**src/rtl/ctrl_api_pkg.sv**
```systemverilog
`default_nettype none
// ============================================================================
//  Module      : ctrl_api_pkg
//  Description : Shared control-header layout, FSM state and command record
//                types for the control message depacketizer.
//  Revision    : 1.0 - initial release
// ============================================================================
package ctrl_api_pkg;

    // Header beat layout (64-bit beat; bits [15:0] are reserved)
    localparam int OPCODE_MSB = 63;
    localparam int OPCODE_LSB = 56;
    localparam int FLAGS_MSB  = 55;
    localparam int FLAGS_LSB  = 48;
    localparam int SEQ_MSB    = 47;
    localparam int SEQ_LSB    = 32;
    localparam int LEN_MSB    = 31;
    localparam int LEN_LSB    = 16;

    localparam int DEFAULT_MAX_PAYLOAD_BEATS = 256;

    typedef enum logic [1:0] {
        HDR   = 2'd0,
        CMD   = 2'd1,
        PAY   = 2'd2,
        DRAIN = 2'd3
    } state_t;

    typedef struct packed {
        logic [7:0]  opcode;
        logic [7:0]  flags;
        logic [15:0] seq;
        logic [15:0] len;
        logic [15:0] src_port;
        logic [31:0] src_ip;
    } cmd_rec_t;

endpackage
`default_nettype wire

```
**src/rtl/control_msg_depacketizer_if.sv**
```systemverilog
`default_nettype none
// ============================================================================
//  Module      : control_msg_depacketizer_if
//  Description : Input stream, command record and payload stream bundle.
//  Revision    : 1.0 - initial release
// ============================================================================
interface control_msg_depacketizer_if #(
    parameter int DATA_WIDTH = 64,
    parameter int KEEP_WIDTH = 8,
    parameter int PORT_WIDTH = 16,
    parameter int IP_WIDTH   = 32
) ();
    logic                  s_tvalid;
    logic                  s_tready;
    logic [DATA_WIDTH-1:0] s_tdata;
    logic [KEEP_WIDTH-1:0] s_tkeep;
    logic [PORT_WIDTH-1:0] s_tid;
    logic [PORT_WIDTH-1:0] s_tdest;
    logic [IP_WIDTH-1:0]   s_tuser;
    logic                  s_tlast;

    logic                  cmd_valid;
    logic                  cmd_ready;
    logic [7:0]            cmd_opcode;
    logic [7:0]            cmd_flags;
    logic [15:0]           cmd_seq;
    logic [15:0]           cmd_len;
    logic [PORT_WIDTH-1:0] cmd_src_port;
    logic [IP_WIDTH-1:0]   cmd_src_ip;

    logic                  pay_tvalid;
    logic                  pay_tready;
    logic [DATA_WIDTH-1:0] pay_tdata;
    logic [KEEP_WIDTH-1:0] pay_tkeep;
    logic                  pay_tlast;

    // Environment side: drives the input stream, consumes command and payload
    modport master (
        output s_tvalid, s_tdata, s_tkeep, s_tid, s_tdest, s_tuser, s_tlast,
        input  s_tready,
        input  cmd_valid, cmd_opcode, cmd_flags, cmd_seq, cmd_len, cmd_src_port, cmd_src_ip,
        output cmd_ready,
        input  pay_tvalid, pay_tdata, pay_tkeep, pay_tlast,
        output pay_tready
    );

    // Depacketizer side
    modport slave (
        input  s_tvalid, s_tdata, s_tkeep, s_tid, s_tdest, s_tuser, s_tlast,
        output s_tready,
        output cmd_valid, cmd_opcode, cmd_flags, cmd_seq, cmd_len, cmd_src_port, cmd_src_ip,
        input  cmd_ready,
        output pay_tvalid, pay_tdata, pay_tkeep, pay_tlast,
        input  pay_tready
    );
endinterface
`default_nettype wire

```
**src/rtl/ctrl_axis_skid.sv**
```systemverilog
`default_nettype none
// ============================================================================
//  Module      : ctrl_axis_skid
//  Description : Two-entry registered skid buffer for data/keep/last with a
//                fully registered ready towards the source.
//  Revision    : 1.0 - initial release
// ============================================================================
module ctrl_axis_skid #(
    parameter int DATA_WIDTH = 64,
    parameter int KEEP_WIDTH = 8
) (
    input  wire logic                  i_clk,
    input  wire logic                  i_rst_n,
    input  wire logic                  i_valid,
    output logic                       o_ready,
    input  wire logic [DATA_WIDTH-1:0] i_data,
    input  wire logic [KEEP_WIDTH-1:0] i_keep,
    input  wire logic                  i_last,
    output logic                       o_valid,
    input  wire logic                  i_ready,
    output logic [DATA_WIDTH-1:0]      o_data,
    output logic [KEEP_WIDTH-1:0]      o_keep,
    output logic                       o_last
);
    logic                  r_out_valid;
    logic [DATA_WIDTH-1:0] r_out_data;
    logic [KEEP_WIDTH-1:0] r_out_keep;
    logic                  r_out_last;
    logic                  r_skid_valid;
    logic [DATA_WIDTH-1:0] r_skid_data;
    logic [KEEP_WIDTH-1:0] r_skid_keep;
    logic                  r_skid_last;
    logic                  w_in_fire;

    assign o_ready   = !r_skid_valid;
    assign w_in_fire = i_valid && !r_skid_valid;

    always_ff @(posedge i_clk or negedge i_rst_n) begin
        if (!i_rst_n) begin
            r_out_valid  <= 1'b0;
            r_out_data   <= '0;
            r_out_keep   <= '0;
            r_out_last   <= 1'b0;
            r_skid_valid <= 1'b0;
            r_skid_data  <= '0;
            r_skid_keep  <= '0;
            r_skid_last  <= 1'b0;
        end else if (!r_out_valid || i_ready) begin
            // Output stage free this cycle: refill from skid first to keep order
            if (r_skid_valid) begin
                r_out_valid  <= 1'b1;
                r_out_data   <= r_skid_data;
                r_out_keep   <= r_skid_keep;
                r_out_last   <= r_skid_last;
                r_skid_valid <= 1'b0;
            end else begin
                r_out_valid <= w_in_fire;
                if (w_in_fire) begin
                    r_out_data <= i_data;
                    r_out_keep <= i_keep;
                    r_out_last <= i_last;
                end
            end
        end else if (w_in_fire) begin
            r_skid_valid <= 1'b1;
            r_skid_data  <= i_data;
            r_skid_keep  <= i_keep;
            r_skid_last  <= i_last;
        end
    end

    assign o_valid = r_out_valid;
    assign o_data  = r_out_data;
    assign o_keep  = r_out_keep;
    assign o_last  = r_out_last;

endmodule
`default_nettype wire

```
**src/rtl/control_msg_depacketizer.sv**
```systemverilog
`default_nettype none
// ============================================================================
//  Module      : control_msg_depacketizer
//  Description : Splits control packets into a command record plus a
//                length-checked payload stream; malformed packets are drained
//                and counted. Optional destination-port filter is enabled by
//                defining CTRL_DEPACK_PORT_FILTER_EN.
//  Revision    : 1.0 - initial release
// ============================================================================
module control_msg_depacketizer
    import ctrl_api_pkg::*;
#(
    parameter int                      AXIS_DATA_WIDTH   = 64,
    parameter int                      AXIS_KEEP_WIDTH   = 8,
    parameter int                      IP_PORT_WIDTH     = 16,
    parameter int                      IP_ADDRESS_WIDTH  = 32,
    parameter logic [IP_PORT_WIDTH-1:0] KIP_PORT_NUMBER  = 'hABCD,
    parameter int                      MAX_PAYLOAD_BEATS = DEFAULT_MAX_PAYLOAD_BEATS
) (
    input  wire logic                   i_clk,
    input  wire logic                   i_ap_rst_n,
    control_msg_depacketizer_if.slave   bus,
    output logic                        err_pulse,
    output logic [15:0]                 err_count
`ifdef CTRL_DEPACK_PORT_FILTER_EN
    ,
    output logic [15:0]                 filt_count
`endif
);
    localparam logic [15:0] c_max_len = 16'(MAX_PAYLOAD_BEATS);

    state_t      r_state;
    logic        r_alive;
    cmd_rec_t    r_cmd;
    logic        r_cmd_valid;
    logic [15:0] r_count;
    logic        r_err_pulse;
    logic [15:0] r_err_count;

    logic        w_s_tready;
    logic        w_skid_ready;
    logic        w_s_fire;
    logic        w_hdr_fire;
    logic        w_pay_fire;
    logic [15:0] w_len;
    logic        w_len_bad;
    logic        w_filt;
    logic        w_err;

    assign w_len = bus.s_tdata[LEN_MSB:LEN_LSB];

    // r_alive keeps s_tready low while reset is applied
    always_comb begin
        w_s_tready = 1'b0;
        case (r_state)
            HDR:     w_s_tready = r_alive;
            CMD:     w_s_tready = 1'b0;
            PAY:     w_s_tready = r_alive && w_skid_ready;
            DRAIN:   w_s_tready = r_alive;
            default: w_s_tready = 1'b0;
        endcase
    end

    assign w_s_fire   = bus.s_tvalid && w_s_tready;
    assign w_hdr_fire = (r_state == HDR) && w_s_fire;
    assign w_pay_fire = (r_state == PAY) && w_s_fire;

    assign w_len_bad = (w_len > c_max_len)
                    || ( bus.s_tlast && (w_len != 16'd0))
                    || (!bus.s_tlast && (w_len == 16'd0));

`ifdef CTRL_DEPACK_PORT_FILTER_EN
    assign w_filt = (bus.s_tdest != KIP_PORT_NUMBER);
`else
    logic w_unused_tdest;
    assign w_filt         = 1'b0;
    assign w_unused_tdest = ^{bus.s_tdest, KIP_PORT_NUMBER};
`endif

    // Payload error: packet ends exactly when the counter hits 1, otherwise bad
    assign w_err = (w_hdr_fire && !w_filt && w_len_bad)
                || (w_pay_fire && ((r_count == 16'd1) != bus.s_tlast));

    always_ff @(posedge i_clk or negedge i_ap_rst_n) begin
        if (!i_ap_rst_n) begin
            r_state     <= HDR;
            r_alive     <= 1'b0;
            r_cmd       <= '0;
            r_cmd_valid <= 1'b0;
            r_count     <= 16'd0;
        end else begin
            r_alive <= 1'b1;
            case (r_state)
                HDR: begin
                    if (w_hdr_fire) begin
                        r_cmd <= '{opcode:   bus.s_tdata[OPCODE_MSB:OPCODE_LSB],
                                   flags:    bus.s_tdata[FLAGS_MSB:FLAGS_LSB],
                                   seq:      bus.s_tdata[SEQ_MSB:SEQ_LSB],
                                   len:      w_len,
                                   src_port: bus.s_tid,
                                   src_ip:   bus.s_tuser};
                        if (w_filt || w_len_bad) begin
                            r_state <= bus.s_tlast ? HDR : DRAIN;
                        end else begin
                            r_state     <= CMD;
                            r_cmd_valid <= 1'b1;
                        end
                    end
                end
                CMD: begin
                    if (r_cmd_valid && bus.cmd_ready) begin
                        r_cmd_valid <= 1'b0;
                        r_count     <= r_cmd.len;
                        r_state     <= (r_cmd.len == 16'd0) ? HDR : PAY;
                    end
                end
                PAY: begin
                    if (w_pay_fire) begin
                        r_count <= r_count - 16'd1;
                        if ((r_count == 16'd1) || bus.s_tlast) begin
                            r_state <= bus.s_tlast ? HDR : DRAIN;
                        end
                    end
                end
                DRAIN: begin
                    if (w_s_fire && bus.s_tlast) begin
                        r_state <= HDR;
                    end
                end
                default: r_state <= HDR;
            endcase
        end
    end

    always_ff @(posedge i_clk or negedge i_ap_rst_n) begin
        if (!i_ap_rst_n) begin
            r_err_pulse <= 1'b0;
            r_err_count <= 16'd0;
        end else begin
            r_err_pulse <= w_err;
            if (w_err && (r_err_count != 16'hFFFF)) begin
                r_err_count <= r_err_count + 16'd1;
            end
        end
    end

`ifdef CTRL_DEPACK_PORT_FILTER_EN
    logic [15:0] r_filt_count;

    always_ff @(posedge i_clk or negedge i_ap_rst_n) begin
        if (!i_ap_rst_n) begin
            r_filt_count <= 16'd0;
        end else if (w_hdr_fire && w_filt && (r_filt_count != 16'hFFFF)) begin
            r_filt_count <= r_filt_count + 16'd1;
        end
    end

    assign filt_count = r_filt_count;
`endif

    // Truncated and over-long packets both close the forwarded stream with tlast
    ctrl_axis_skid #(
        .DATA_WIDTH (AXIS_DATA_WIDTH),
        .KEEP_WIDTH (AXIS_KEEP_WIDTH)
    ) u_pay_skid (
        .i_clk   (i_clk),
        .i_rst_n (i_ap_rst_n),
        .i_valid (bus.s_tvalid && (r_state == PAY)),
        .o_ready (w_skid_ready),
        .i_data  (bus.s_tdata),
        .i_keep  (bus.s_tkeep),
        .i_last  (bus.s_tlast || (r_count == 16'd1)),
        .o_valid (bus.pay_tvalid),
        .i_ready (bus.pay_tready),
        .o_data  (bus.pay_tdata),
        .o_keep  (bus.pay_tkeep),
        .o_last  (bus.pay_tlast)
    );

    assign bus.s_tready     = w_s_tready;
    assign bus.cmd_valid    = r_cmd_valid;
    assign bus.cmd_opcode   = r_cmd.opcode;
    assign bus.cmd_flags    = r_cmd.flags;
    assign bus.cmd_seq      = r_cmd.seq;
    assign bus.cmd_len      = r_cmd.len;
    assign bus.cmd_src_port = r_cmd.src_port[IP_PORT_WIDTH-1:0];
    assign bus.cmd_src_ip   = r_cmd.src_ip[IP_ADDRESS_WIDTH-1:0];
    assign err_pulse        = r_err_pulse;
    assign err_count        = r_err_count;

endmodule
`default_nettype wire

```
**src/flat_wrapper.sv**
```systemverilog
// flat-port wrapper written by rule: the top's interface ports become plain ports
module control_msg_depacketizer_flat import ctrl_api_pkg::*;
#(
    parameter int                      AXIS_DATA_WIDTH   = 64,
    parameter int                      AXIS_KEEP_WIDTH   = 8,
    parameter int                      IP_PORT_WIDTH     = 16,
    parameter int                      IP_ADDRESS_WIDTH  = 32,
    parameter logic [IP_PORT_WIDTH-1:0] KIP_PORT_NUMBER  = 'hABCD,
    parameter int                      MAX_PAYLOAD_BEATS = DEFAULT_MAX_PAYLOAD_BEATS
)
  (i_clk, i_ap_rst_n, err_pulse, err_count, bus_s_tvalid, bus_s_tdata, bus_s_tkeep, bus_s_tid, bus_s_tdest, bus_s_tuser, bus_s_tlast, bus_s_tready, bus_cmd_valid, bus_cmd_opcode, bus_cmd_flags, bus_cmd_seq, bus_cmd_len, bus_cmd_src_port, bus_cmd_src_ip, bus_cmd_ready, bus_pay_tvalid, bus_pay_tdata, bus_pay_tkeep, bus_pay_tlast, bus_pay_tready);
  control_msg_depacketizer_if bus_i ();
  input  wire logic i_clk;
  input  wire logic i_ap_rst_n;
  output logic err_pulse;
  output logic [15:0] err_count;
  input wire logic [$bits(bus_i.s_tvalid)-1:0] bus_s_tvalid;
  input wire logic [$bits(bus_i.s_tdata)-1:0] bus_s_tdata;
  input wire logic [$bits(bus_i.s_tkeep)-1:0] bus_s_tkeep;
  input wire logic [$bits(bus_i.s_tid)-1:0] bus_s_tid;
  input wire logic [$bits(bus_i.s_tdest)-1:0] bus_s_tdest;
  input wire logic [$bits(bus_i.s_tuser)-1:0] bus_s_tuser;
  input wire logic [$bits(bus_i.s_tlast)-1:0] bus_s_tlast;
  output wire logic [$bits(bus_i.s_tready)-1:0] bus_s_tready;
  output wire logic [$bits(bus_i.cmd_valid)-1:0] bus_cmd_valid;
  output wire logic [$bits(bus_i.cmd_opcode)-1:0] bus_cmd_opcode;
  output wire logic [$bits(bus_i.cmd_flags)-1:0] bus_cmd_flags;
  output wire logic [$bits(bus_i.cmd_seq)-1:0] bus_cmd_seq;
  output wire logic [$bits(bus_i.cmd_len)-1:0] bus_cmd_len;
  output wire logic [$bits(bus_i.cmd_src_port)-1:0] bus_cmd_src_port;
  output wire logic [$bits(bus_i.cmd_src_ip)-1:0] bus_cmd_src_ip;
  input wire logic [$bits(bus_i.cmd_ready)-1:0] bus_cmd_ready;
  output wire logic [$bits(bus_i.pay_tvalid)-1:0] bus_pay_tvalid;
  output wire logic [$bits(bus_i.pay_tdata)-1:0] bus_pay_tdata;
  output wire logic [$bits(bus_i.pay_tkeep)-1:0] bus_pay_tkeep;
  output wire logic [$bits(bus_i.pay_tlast)-1:0] bus_pay_tlast;
  input wire logic [$bits(bus_i.pay_tready)-1:0] bus_pay_tready;
  assign bus_i.s_tvalid = bus_s_tvalid;
  assign bus_i.s_tdata = bus_s_tdata;
  assign bus_i.s_tkeep = bus_s_tkeep;
  assign bus_i.s_tid = bus_s_tid;
  assign bus_i.s_tdest = bus_s_tdest;
  assign bus_i.s_tuser = bus_s_tuser;
  assign bus_i.s_tlast = bus_s_tlast;
  assign bus_s_tready = bus_i.s_tready;
  assign bus_cmd_valid = bus_i.cmd_valid;
  assign bus_cmd_opcode = bus_i.cmd_opcode;
  assign bus_cmd_flags = bus_i.cmd_flags;
  assign bus_cmd_seq = bus_i.cmd_seq;
  assign bus_cmd_len = bus_i.cmd_len;
  assign bus_cmd_src_port = bus_i.cmd_src_port;
  assign bus_cmd_src_ip = bus_i.cmd_src_ip;
  assign bus_i.cmd_ready = bus_cmd_ready;
  assign bus_pay_tvalid = bus_i.pay_tvalid;
  assign bus_pay_tdata = bus_i.pay_tdata;
  assign bus_pay_tkeep = bus_i.pay_tkeep;
  assign bus_pay_tlast = bus_i.pay_tlast;
  assign bus_i.pay_tready = bus_pay_tready;
  control_msg_depacketizer #(.AXIS_DATA_WIDTH(AXIS_DATA_WIDTH), .AXIS_KEEP_WIDTH(AXIS_KEEP_WIDTH), .IP_PORT_WIDTH(IP_PORT_WIDTH), .IP_ADDRESS_WIDTH(IP_ADDRESS_WIDTH), .KIP_PORT_NUMBER(KIP_PORT_NUMBER), .MAX_PAYLOAD_BEATS(MAX_PAYLOAD_BEATS)) u_core (.i_clk(i_clk), .i_ap_rst_n(i_ap_rst_n), .bus(bus_i), .err_pulse(err_pulse), .err_count(err_count));
endmodule
```
**config.mk**
```make
export PLATFORM = sky130hd
export DESIGN_NAME = control_msg_depacketizer_flat
export DESIGN_NICKNAME = d
export VERILOG_FILES = /design/src/rtl/ctrl_api_pkg.sv /design/src/rtl/control_msg_depacketizer_if.sv /design/src/rtl/ctrl_axis_skid.sv /design/src/rtl/control_msg_depacketizer.sv /design/src/flat_wrapper.sv
export SDC_FILE = /design/constraint.sdc
export NUM_CORES = 1
export LEC_CHECK = 0
export CORE_MARGIN = 4
export CORE_UTILIZATION = 50
export CTS_CLUSTER_DIAMETER = 120
export DETAILED_ROUTE_END_ITERATION = 8
export PLACE_DENSITY = 0.81
export SLEW_MARGIN = 40
export SYNTH_ARGS = -nofsm -noshare
export SYNTH_HDL_FRONTEND = slang
export SYNTH_HIERARCHICAL = 1
export SYNTH_SLANG_ARGS = --single-unit
```
**constraint.sdc**
```tcl
create_clock -name i_clk -period 3.28 [get_ports i_clk]
set_input_delay 0.328 -clock i_clk [delete_from_list [all_inputs] [get_ports i_clk]]
set_output_delay 0.328 -clock i_clk [all_outputs]
set_load 0.02 [all_outputs]
```
==> flow_summary.json, run 1 <==
{
  "outcome": "completed",
  "ys_warn_count": 6,
  "overflow": 0,
  "critPathSlowestCell": "or4_4",
  "crit_chain": "or3_1, or4_4, nand4b_1, ha_1, a32oi_2, buf_4, nor4b_1, xor2_1",
  "dp_hpwl_mm": 22.3,
  "crit_required_ns": 3.75,
  "cts_buffer_depth": 3,
  "synth-seq-cells": 281,
  "clk_latency_ns": 0.54,
  "grt_pass1_wl_mm": 51.4,
  "coreArea_sq_mm": 0.0255,
  "holdCritPathClass": "primary input to async pin",
  "io_buffers": 314,
  "die_h_microns": 170,
  "path_buf_inv": 1,
  "synth_cell_types": 58,
  "slew_headroom_pct": 57.0,
  "drc": 0,
  "critical_path_arrival_ns": 3.39,
  "grt_util_all_layers_pct": 22.0,
  "p_leak_nw": 8.00,
  "syn_area_per_cell_sq_um": 12.8,
  "cts_buffers": 31,
  "finalSetupTns_ns": 0,
  "period_needed_ns": 2.92,
  "finalNetCount": 1494,
  "initial_core_util_pct": 51.4,
  "end_kind": "register",
  "num_io_pins": 331,
  "synth_ff_type": "dfrtp_1",
  "finalClockSkew_ns": 0.0148,
  "critical_path_cell_count": 8,
  "drv.max_cap_violation_count": 0,
  "power_density_mw_per_mm2": 973,
  "antenna_found_initial": 2,
  "nFillCells": 1742,
  "avgRoutedWirePerCell_microns": 19.0,
  "fin_crit_sh_pct": 89.1,
  "clkSlewWorstSetupHoldPaths_ns": 0.06,
  "synth_edf_count": 0,
  "drive_gt1_share_pct": 21.9,
  "finish.utilization_pct": 68.9,
  "grt_max_degree": 101,
  "drt-total-wl_mm": 32.4,
  "die_w_microns": 170,
  "max_stage_delay_ns": 0.54,
  "postRouteAntennaNets": 0,
  "ff2ff_path_depth": 8,
  "vias_per_cell": 5.28,
  "drt-initial-drc-count": 472,
  "async_flop_share_pct": 100,
  "peakVddDrop_uv": 646,
  "hold_ws_ns": 0.290,
  "root_buffer": "clkbuf_16",
  "post_cts_buffers": 0,
  "rows": 58,
  "synth-seq-area-share_pct": 53.7,
  "drv_slew": 0,
  "clock_sinks": 281,
  "syn2layout_area_growth_pct": 34.1,
  "cpLargestDelayFamily": "simple AND/OR/NAND/NOR gates",
  "cts_max_level": 1,
  "finalHoldViolCount": 0,
  "first_global_vias": 9322,
  "cp-start-kind": "register",
  "syn_nets": 1172,
  "fmax_ghz": 0.342,
  "gp_congestion": 0.849,
  "critPathMaxFanout": 12,
  "rsz0062_at_grt": "no",
  "worst_pin_slew_ns": 0.639,
  "path_class": "register to register",
  "die_area_sq_mm": 0.0288,
  "synthCells": 1022,
  "synth_area_sq_mm": 0.0131,
  "dr_total_vias": 8975,
  "cts_tree": "built",
  "setup_viol": 0,
  "dr.pass1.iters": 5
}
==> Yosys cell counts (3+ instances only) <==
master | count | area share (%)
o22a_1 | 3 | 0.20
clkbuf_1 | 22 | 0.63
buf_12 | 12 | 1.8
mux2_4 | 166 | 19
a21oi_1 | 22 | 0.84
mux2i_1 | 5 | 0.38
nor4_1 | 9 | 0.43
or3_1 | 4 | 0.19
inv_1 | 11 | 0.32
ha_1 | 8 | 0.76
mux2_2 | 38 | 3.3
a211o_1 | 3 | 0.20
o21ai_0 | 18 | 0.69
xor2_1 | 12 | 0.80
a21boi_0 | 3 | 0.17
buf_2 | 4 | 0.15
dfrtp_1 | 281 | 54
nand2_1 | 261 | 7.5
mux2_1 | 31 | 2.7
nand4_1 | 6 | 0.29
o22ai_1 | 3 | 0.14
buf_6 | 13 | 1.1
a31oi_1 | 3 | 0.14
and3_1 | 3 | 0.14
nor3_1 | 7 | 0.27
nor3b_1 | 4 | 0.23
nand3_1 | 13 | 0.50
nor2_1 | 18 | 0.52
==> sequential cells by signal (all words and copies together) (netlist names) <==
register                        flops
u_core/u_pay_skid/o_valid           1
u_core/u_pay_skid/o_data           64
u_core/r_alive                      1
u_core/err_pulse                    1
u_core/bus.cmd_flags                8
u_core/bus.cmd_seq                 16
u_core/err_count                   16
u_core/u_pay_skid/r_skid_keep       8
u_core/u_pay_skid/r_skid_data      64
u_core/bus.cmd_src_ip              32
u_core/bus.cmd_opcode               8
u_core/bus.cmd_src_port            16
u_core/r_count                     16
u_core/bus.cmd_len                 16
u_core/r_state                      2
u_core/u_pay_skid/o_keep            8
u_core/bus.cmd_valid                1
u_core/u_pay_skid/r_skid_valid      1
u_core/u_pay_skid/o_last            1
u_core/u_pay_skid/r_skid_last       1
==> final cells by class <==
type	instances	area [sq um]	share of cell area, %
Clock inverter	8	140	0.799
Clock buffer	48	940	5.35
Timing Repair Buffer	340	3430	19.5
Tap cell	330	413	2.35
Inverter	13	48.8	0.278
Antenna cell	2	5.00	0.0285
Multi-Input combinational cell	677	5540	31.6
Sequential cell	281	7040	40.1
==> stage by stage <==
stage / instance area (sq um) / worst slack [ns] / power (mW) / std cells
floorplan: 13100 / 0.634 / 10.3 / 1022
global placement: 16400 / 0.432 / 13.2 / 1639
detailed placement: 16400 / 0.388 / 13.5 / 1639
global route: 17500 / 0.173 / 18.0 / 1699
finish: 17500 / 0.357 / 17.1 / 1699
CTS: 17500 / 0.373 / 17.2 / 1696
==> metal layers <==
layer  global-route usage [%]  up-vias  routed length [microns]
li1                         -     4131                        -
met1                     29.4     4484                    13500
met2                     35.6      314                    15400
met3                     6.38       46                     2770
met4                     5.43        0                      627
met5                        0        -                        0
==> path summary, 6_finish.rpt <==
kind                                                           from  slack [ns]                                    end
worst max-delay path                  u_core/r_count[8]$_DFFE_PN0P_        0.36        u_core/err_count[6]$_DFFE_PN0P_
worst min-delay path                                     i_ap_rst_n        0.29    u_core/bus.cmd_flags[0]$_DFFE_PN0P_
worst max register to register        u_core/r_count[8]$_DFFE_PN0P_        0.36        u_core/err_count[6]$_DFFE_PN0P_
worst min register to register  u_core/bus.cmd_flags[6]$_DFFE_PN0P_        0.47    u_core/bus.cmd_flags[6]$_DFFE_PN0P_
max in group asynchronous                                i_ap_rst_n        2.01   u_core/bus.cmd_opcode[2]$_DFFE_PN0P_
min in group i_clk                                  bus_s_tuser[20]        0.31  u_core/bus.cmd_src_ip[20]$_DFFE_PN0P_
==> power by group <==
part	total [mW]	internal, mW	switching (mW)	leakage (nW)
sequential	6.10	5.04	1.06	3.50
clock	3.63	2.26	1.36	0.534
combinational	7.35	3.87	3.48	3.97
==> timing repair <==
item | CTS | global route
resized for setup | 0 | 0
hold endpoints to repair | 92 | 0
hold buffers | 1 | 0
==> cell usage in the layout, fill, tap and decap left out, types with 4 or more instances in the layout <==
master           instances
or3_1                    4
bufinv_16                4
inv_1                   11
mux2_1                  31
mux2_4                 166
clkbuf_1                 7
clkbuf_16               31
nand2_1                260
nand4_1                  6
clkbuf_8                10
mux2i_1                  5
o21ai_0                 18
nor3_1                   7
buf_4                   19
clkinv_2                 4
mux2_2                  38
nor3b_1                  4
nor4_1                   9
buf_12                   5
nor2_1                  18
nand3_1                 13
a21oi_1                 22
xor2_1                  12
clkdlybuf4s50_1        313
dfrtp_1                280
ha_1                     8
==> worst reg2reg max path: stages, from the launching register on <==
cell	delay, ns
dfrtp_1	0.41
or3_1	0.43
or4_4	0.54
nand4b_1	0.23
ha_1	0.33
a32oi_2	0.14
buf_4	0.23
nor4b_1	0.37
xor2_1	0.17
==> cells by family (layout without fill, tap and decap cells) <==
group,count (synthesis),after routing,synth area share [%]
compound gates,67,67,3.29
xor+xnor,14,14,0.937
fa+ha+maj,8,8,0.765
buf+inv,64,409,4.11
flops,281,281,53.7
mux,240,240,25.4
other cells,1,3,0.0287
simple gates,347,347,11.8
Note: power is estimated with default switching activity, not from simulation.
==> run 2: changes to the inputs <==
Settings changed: CORE_UTILIZATION 50 to 64, DONT_BUFFER_PORTS set to 1, GPL_TIMING_DRIVEN set to 1, PLACE_DENSITY 0.81 to 0.8.
==> run 2 against run 1 <==
The run now ends with hold timing left. Flip-flop and latch count is the same. Worst hold slack lost 0.81 ns. Non-clock buffer count shrank 204. Global-route usage grew 6.5 points. Die area shrank 21%. Core utilization grew 8.1 points. Clock skew shrank 0.0061 ns. Highest routed layer unchanged.
==> flow_summary.json, run 2 (same netlist as run 1, synthesis figures left out) <==
{
  "die_area_sq_mm": 0.0228,
  "final_cells": 1434,
  "num_io_pins": 331,
  "slew_headroom_pct": 44.3,
  "clock_sinks": 281,
  "vias_per_cell": 5.87,
  "r2r_start": "u_core/r_count[8]$_DFFE_PN0P_",
  "root_buffer": "clkbuf_16",
  "cts_buffer_depth": 3,
  "drv_slew": 0,
  "path_class": "register to register",
  "io_buffers": 0,
  "rr_endpoint": "u_core/err_count[5]$_DFFE_PN0P_",
  "fin_crit_sh_pct": 90.8,
  "worst_pin_slew_ns": 0.828,
  "cts_tree": "built",
  "cts_max_level": 1,
  "finalNetCount": 1289,
  "coreArea_sq_mm": 0.0202,
  "drt-initial-drc-count": 503,
  "setup_viol": 0,
  "cp-start-kind": "register",
  "finalSetupTns_ns": 0,
  "outcome": "complete, but fails checks",
  "rsz0062_at_grt": "no",
  "pre_cts_slack_ns": 0.415,
  "end_kind": "register",
  "final_cell_mix": "dfrtp_1 (280), nand2_1 (260), mux2_4 (166)",
  "crit_required_ns": 3.74,
  "drt-total-wl_mm": 33.3,
  "grt_pass1_wl_mm": 50.7,
  "finalHoldViolCount": 281,
  "fmax_ghz": 0.336,
  "gp_congestion": 0.846,
  "dr.pass1.iters": 5,
  "ff2ff_path_depth": 8,
  "postCtsHoldBufs": 122,
  "dr_total_vias": 8415,
  "post_cts_buffers": 0,
  "cts_buffers": 30,
  "r2r_slack_ns": 0.30,
  "drive_gt1_share_pct": 25.1,
  "setup_slack_ns": 0.301,
  "dp_hpwl_mm": 18.4,
  "finalClockSkew_ns": 0.00875,
  "die_h_microns": 151,
  "hold_ws_ns": -0.524,
  "period_needed_ns": 2.98,
  "holdCritPathClass": "primary input to async pin",
  "power_density_mw_per_mm2": 996,
  "first_global_vias": 9012,
  "rows": 52,
  "avgRoutedWirePerCell_microns": 23.2,
  "drv.max_cap_violation_count": 0,
  "p_leak_nw": 7.28,
  "overflow": 0,
  "violations": "hold timing",
  "dp_cells": 1255,
  "grt_util_all_layers_pct": 28.4,
  "clkSlewWorstSetupHoldPaths_ns": 0.07,
  "clk_latency_ns": 0.54,
  "syn2layout_area_growth_pct": 18.7,
  "postCtsResizedCells": 0,
  "critPathMaxFanout": 12,
  "initial_core_util_pct": 64.9,
  "final_common_cell": "dfrtp_1",
  "grt_max_degree": 282,
  "drc": 0,
  "peakVddDrop_uv": 598,
  "critical_path_arrival_ns": 3.43,
  "postRouteAntennaNets": 0,
  "die_w_microns": 151,
  "antenna_found_initial": 0
}
[run 2: power breakdown]
group / switching, mW / internal (mW)
clock: 1.39 / 2.57
combinational: 1.65 / 2.15
sequential: 2.68 / 5.02
[run 2: through the flow]
stage	power (mW)	utilization [%]	area [sq um]
6_report	15.5	77.0	15500
5_1_grt	16.2	77.0	15500
4_1_cts	15.4	77.0	15500
3_5_place_dp	11.2	65.1	13100
3_3_place_gp	11.0	65.1	13100
2_1_floorplan	10.3	-	13100
[run 2: worst max-delay path, cell delays in order, from the launching register on]
cell	delay, ns
dfrtp_1	0.41
or3_1	0.41
or4_4	0.54
nand4b_1	0.23
ha_1	0.33
a32oi_2	0.13
buf_4	0.23
nor4b_1	0.42
xor2_1	0.21
[run 2: worst max-delay path by stage]
stage | to | start | cells after the start | slack [ns]
after floorplan | u_core/err_count[1]$_DFFE_PN0P_ | u_core/r_count[6]$_DFFE_PN0P_ | 8 | 0.63
after global placement | u_core/err_count[6]$_DFFE_PN0P_ | u_core/r_count[6]$_DFFE_PN0P_ | 8 | 0.47
after detailed placement | u_core/err_count[6]$_DFFE_PN0P_ | u_core/r_count[8]$_DFFE_PN0P_ | 8 | 0.41
after CTS | u_core/err_count[5]$_DFFE_PN0P_ | u_core/r_count[8]$_DFFE_PN0P_ | 8 | 0.41
after global routing | u_core/err_count[5]$_DFFE_PN0P_ | u_core/r_count[6]$_DFFE_PN0P_ | 8 | 0.24
final | u_core/err_count[5]$_DFFE_PN0P_ | u_core/r_count[8]$_DFFE_PN0P_ | 8 | 0.30
[run 2: cell type report]
cell class	count	area, sq um
antenna	1	2.50
tap	270	338
clock inverter	20	357
timing repair buffer	136	1390
clock buffer	36	825
multi-input combinational	677	5530
fill	1158	4640
sequential	281	7040
inverter	13	48.8
[run 2: routing by layer]
| metal | GRT usage [%] | wire length, microns | vias up |
|---|---|---|---|
| met5 | 0 | 0 | - |
| met4 | 10.2 | 1050 | 0 |
| met3 | 9.37 | 3370 | 68 |
| met2 | 47.2 | 16200 | 404 |
| met1 | 35.1 | 12700 | 4216 |
| li1 | - | - | 3727 |
==> run 3: changes to the inputs <==
Settings changed: CORE_MARGIN 4 to 2, CORE_UTILIZATION 64 to 63, PLACE_DENSITY 0.8 to 0.79, SYNTH_HIERARCHICAL 1 to not set.
==> run 3 against run 2 <==
The run still ends with hold timing left. Synthesized cell count decreased by 7.9%. Largest cell class unchanged. Area after synthesis fell by 8.5%. Critical path type unchanged. Cell count decreased by 8.9%. Sequential power increased by 1%. Die area fell by 12%. Non-clock buffer count shrank 5. Largest power group unchanged. Core utilization fell by 0.13 points. Clock-buffer cell count stayed put.
==> flow_summary.json, run 3 <==
{
  "outcome": "complete, but fails checks",
  "violations": "hold timing",
  "cts_buffer_depth": 3,
  "avgRoutedWirePerCell_microns": 22.5,
  "overflow": 0,
  "first_global_vias": 8346,
  "num_io_pins": 331,
  "finalNetCount": 1201,
  "path_class": "register to register",
  "max_stage_delay_ns": 0.44,
  "vias_per_cell": 6.13,
  "crit_required_ns": 3.71,
  "yosysMostFrequentCell": "dfrtp_1",
  "finalHoldViolCount": 281,
  "clock_sinks": 281,
  "synth_ff_type": "dfrtp_1",
  "dp_hpwl_mm": 16.5,
  "clkSlewWorstSetupHoldPaths_ns": 0.06,
  "p_leak_nw": 5.98,
  "coreArea_sq_mm": 0.0187,
  "syn_area_per_cell_sq_um": 12.7,
  "period_needed_ns": 3.03,
  "finalSetupTns_ns": 0,
  "synthCells": 941,
  "holdCritPathClass": "primary input to async pin",
  "crit_start": "u_core.r_count[6]$_DFFE_PN0P_",
  "synthTopCellsByArea": "dfrtp_1 (59%), mux2_2 (16%), mux2i_1 (6.6%)",
  "drv_slew": 0,
  "root_buffer": "clkbuf_16",
  "dpl-instance-area_sq_mm": 0.0122,
  "finalClockSkew_ns": 0.0170,
  "postCtsHoldBufs": 120,
  "final_cell_area_sq_mm": 0.0144,
  "async_flop_share_pct": 100,
  "hold_ws_ns": -0.518,
  "synth-seq-cells": 281,
  "cts_max_level": 1,
  "setup_viol": 0,
  "worst_pin_slew_ns": 0.734,
  "fin_crit_sh_pct": 92.4,
  "power_density_mw_per_mm2": 1020,
  "antenna_found_initial": 1,
  "synth_top_area_share_pct": 58.7,
  "syn2layout_area_growth_pct": 20.1,
  "r2r_start": "u_core.r_count[6]$_DFFE_PN0P_",
  "grt_max_degree": 282,
  "syn_nets": 1092,
  "initial_core_util_pct": 64.0,
  "end_kind": "register",
  "critPathSlowestCell": "dfrtp_1",
  "ys_warn_count": 0,
  "synth_area_sq_mm": 0.0120,
  "drv.max_cap_violation_count": 0,
  "postRouteAntennaNets": 0,
  "dr_total_vias": 8013,
  "total_power_mw": 14.7,
  "grt_pass1_wl_mm": 46.1,
  "final_cell_mix": "dfrtp_1 (280), mux2_2 (172), dlygate4sd3_1 (120)",
  "yosysTopAreaCell": "dfrtp_1",
  "cp-start-kind": "register",
  "drt-total-wl_mm": 29.4,
  "final_common_cell": "dfrtp_1",
  "ys_top_cells_by_count": "dfrtp_1 (281), mux2_2 (172), a21oi_1 (99)",
  "die_w_microns": 142,
  "nFillCells": 1082,
  "cts_tree": "built",
  "synth-seq-area-share_pct": 58.7,
  "path_buf_inv": 0,
  "rows": 50,
  "crit_chain": "or3_1, or2_2, nor4_1, nand4b_1, ha_1, nand2_1, o21ai_2, a22o_2, nand3_1, mux2_2",
  "slew_headroom_pct": 51.0,
  "drive_gt1_share_pct": 23.6,
  "peakVddDrop_uv": 704,
  "gp_congestion": 0.835,
  "cts_buffers": 29,
  "synth_edf_count": 0,
  "io_buffers": 0,
  "drt-initial-drc-count": 478,
  "fmax_ghz": 0.330,
  "critPathMaxFanout": 8,
  "critical_path_arrival_ns": 3.46,
  "synth_cell_types": 58,
  "grt_util_all_layers_pct": 29.2,
  "die_h_microns": 142,
  "dr.pass1.iters": 5,
  "clk_latency_ns": 0.55,
  "rsz0062_at_grt": "no",
  "drc": 0,
  "cpLargestDelayFamily": "simple AND/OR/NAND/NOR gates",
  "die_area_sq_mm": 0.0201
}
==> run 3: logic make-up (layout without fill, tap and decap cells) <==
family | after synthesis | count (layout) | share of synthesized area, %
compound gates | 142 | 142 | 6.64
simple gates | 177 | 177 | 7.35
other cells | 1 | 2 | 0.0313
xor+xnor | 13 | 13 | 0.951
buf+inv | 66 | 197 | 2.47
mux | 252 | 252 | 22.9
flops | 281 | 281 | 58.7
fa+ha+maj | 9 | 9 | 0.941
==> run 3: routing by layer <==
layer,wire [microns],GRT usage (%),vias up
met5,0,0,-
met4,958,10.3,0
met3,2370,8.13,77
met2,14800,48.4,310
met1,11400,37.4,4060
li1,-,-,3566
==> run 3: power breakdown <==
group / total (mW) / leakage (nW) / internal, mW / switching [mW]
clock: 3.44 / 0.498 / 2.07 / 1.37
sequential: 7.80 / 3.37 / 5.07 / 2.73
combinational: 3.44 / 2.11 / 1.78 / 1.66
==> run 3: what timing repair did <==
action	in CTS	in global routing
buffers inserted	0	0
setup endpoints to repair	0	3
endpoints found under the hold margin	489	281
gates resized for setup	0	1
==> run 3: path summary, 6_finish.rpt <==
| check | slack, ns | depth (start not counted) | to |
|---|---|---|---|
| max | 0.25 | 10 | u_core.err_count[15]$_DFFE_PN0P_ |
| min | -0.52 | 0 | u_core.u_pay_skid.o_data[12]$_DFFE_PN0P_ |
| max reg2reg | 0.25 | 10 | u_core.err_count[15]$_DFFE_PN0P_ |
| min reg2reg | 0.50 | 1 | u_core.u_pay_skid.r_skid_data[35]$_DFFE_PN0P_ |
| max in group asynchronous | 3.46 | 0 | u_core.u_pay_skid.r_skid_valid$_DFFE_PN0P_ |
| min in group i_clk | 0.01 | 2 | u_core.u_pay_skid.o_data[62]$_DFFE_PN0P_ |
==> run 3: worst reg2reg max path: cells and delay by family (launching register included) <==
family | cells | cell delay, ns
AO/OA/AOI/OAI | 2 | 0.40
adder cells (fa/ha/maj) | 1 | 0.30
flip-flops | 1 | 0.44
multiplexers | 1 | 0.35
AND/OR/NAND/NOR | 6 | 1.45
==> run 3: final cells by class <==
type | instances | area, sq um | area share [%]
clock buffers | 36 | 812 | 5.65
multi-input cells | 594 | 4670 | 32.4
flip-flops and latches | 281 | 7040 | 48.9
well taps | 234 | 293 | 2.04
diodes | 1 | 2.50 | 0.0174
inverters | 13 | 48.8 | 0.339
clock inverters | 17 | 196 | 1.37
repair buffers | 131 | 1330 | 9.22
==> run 3: metrics by stage <==
stage | util (%) | hold slack (ns) | setup WS, ns | instances
floorplan | - | 0.0324 | 0.521 | 941
global placement | 65.0 | 0.0401 | 0.271 | 1133
detailed placement | 65.0 | 0.0403 | 0.225 | 1133
CTS | 76.8 | -0.532 | 0.193 | 1306
global route | 76.9 | -0.537 | 0.0997 | 1307
finish | 76.9 | -0.518 | 0.250 | 1307
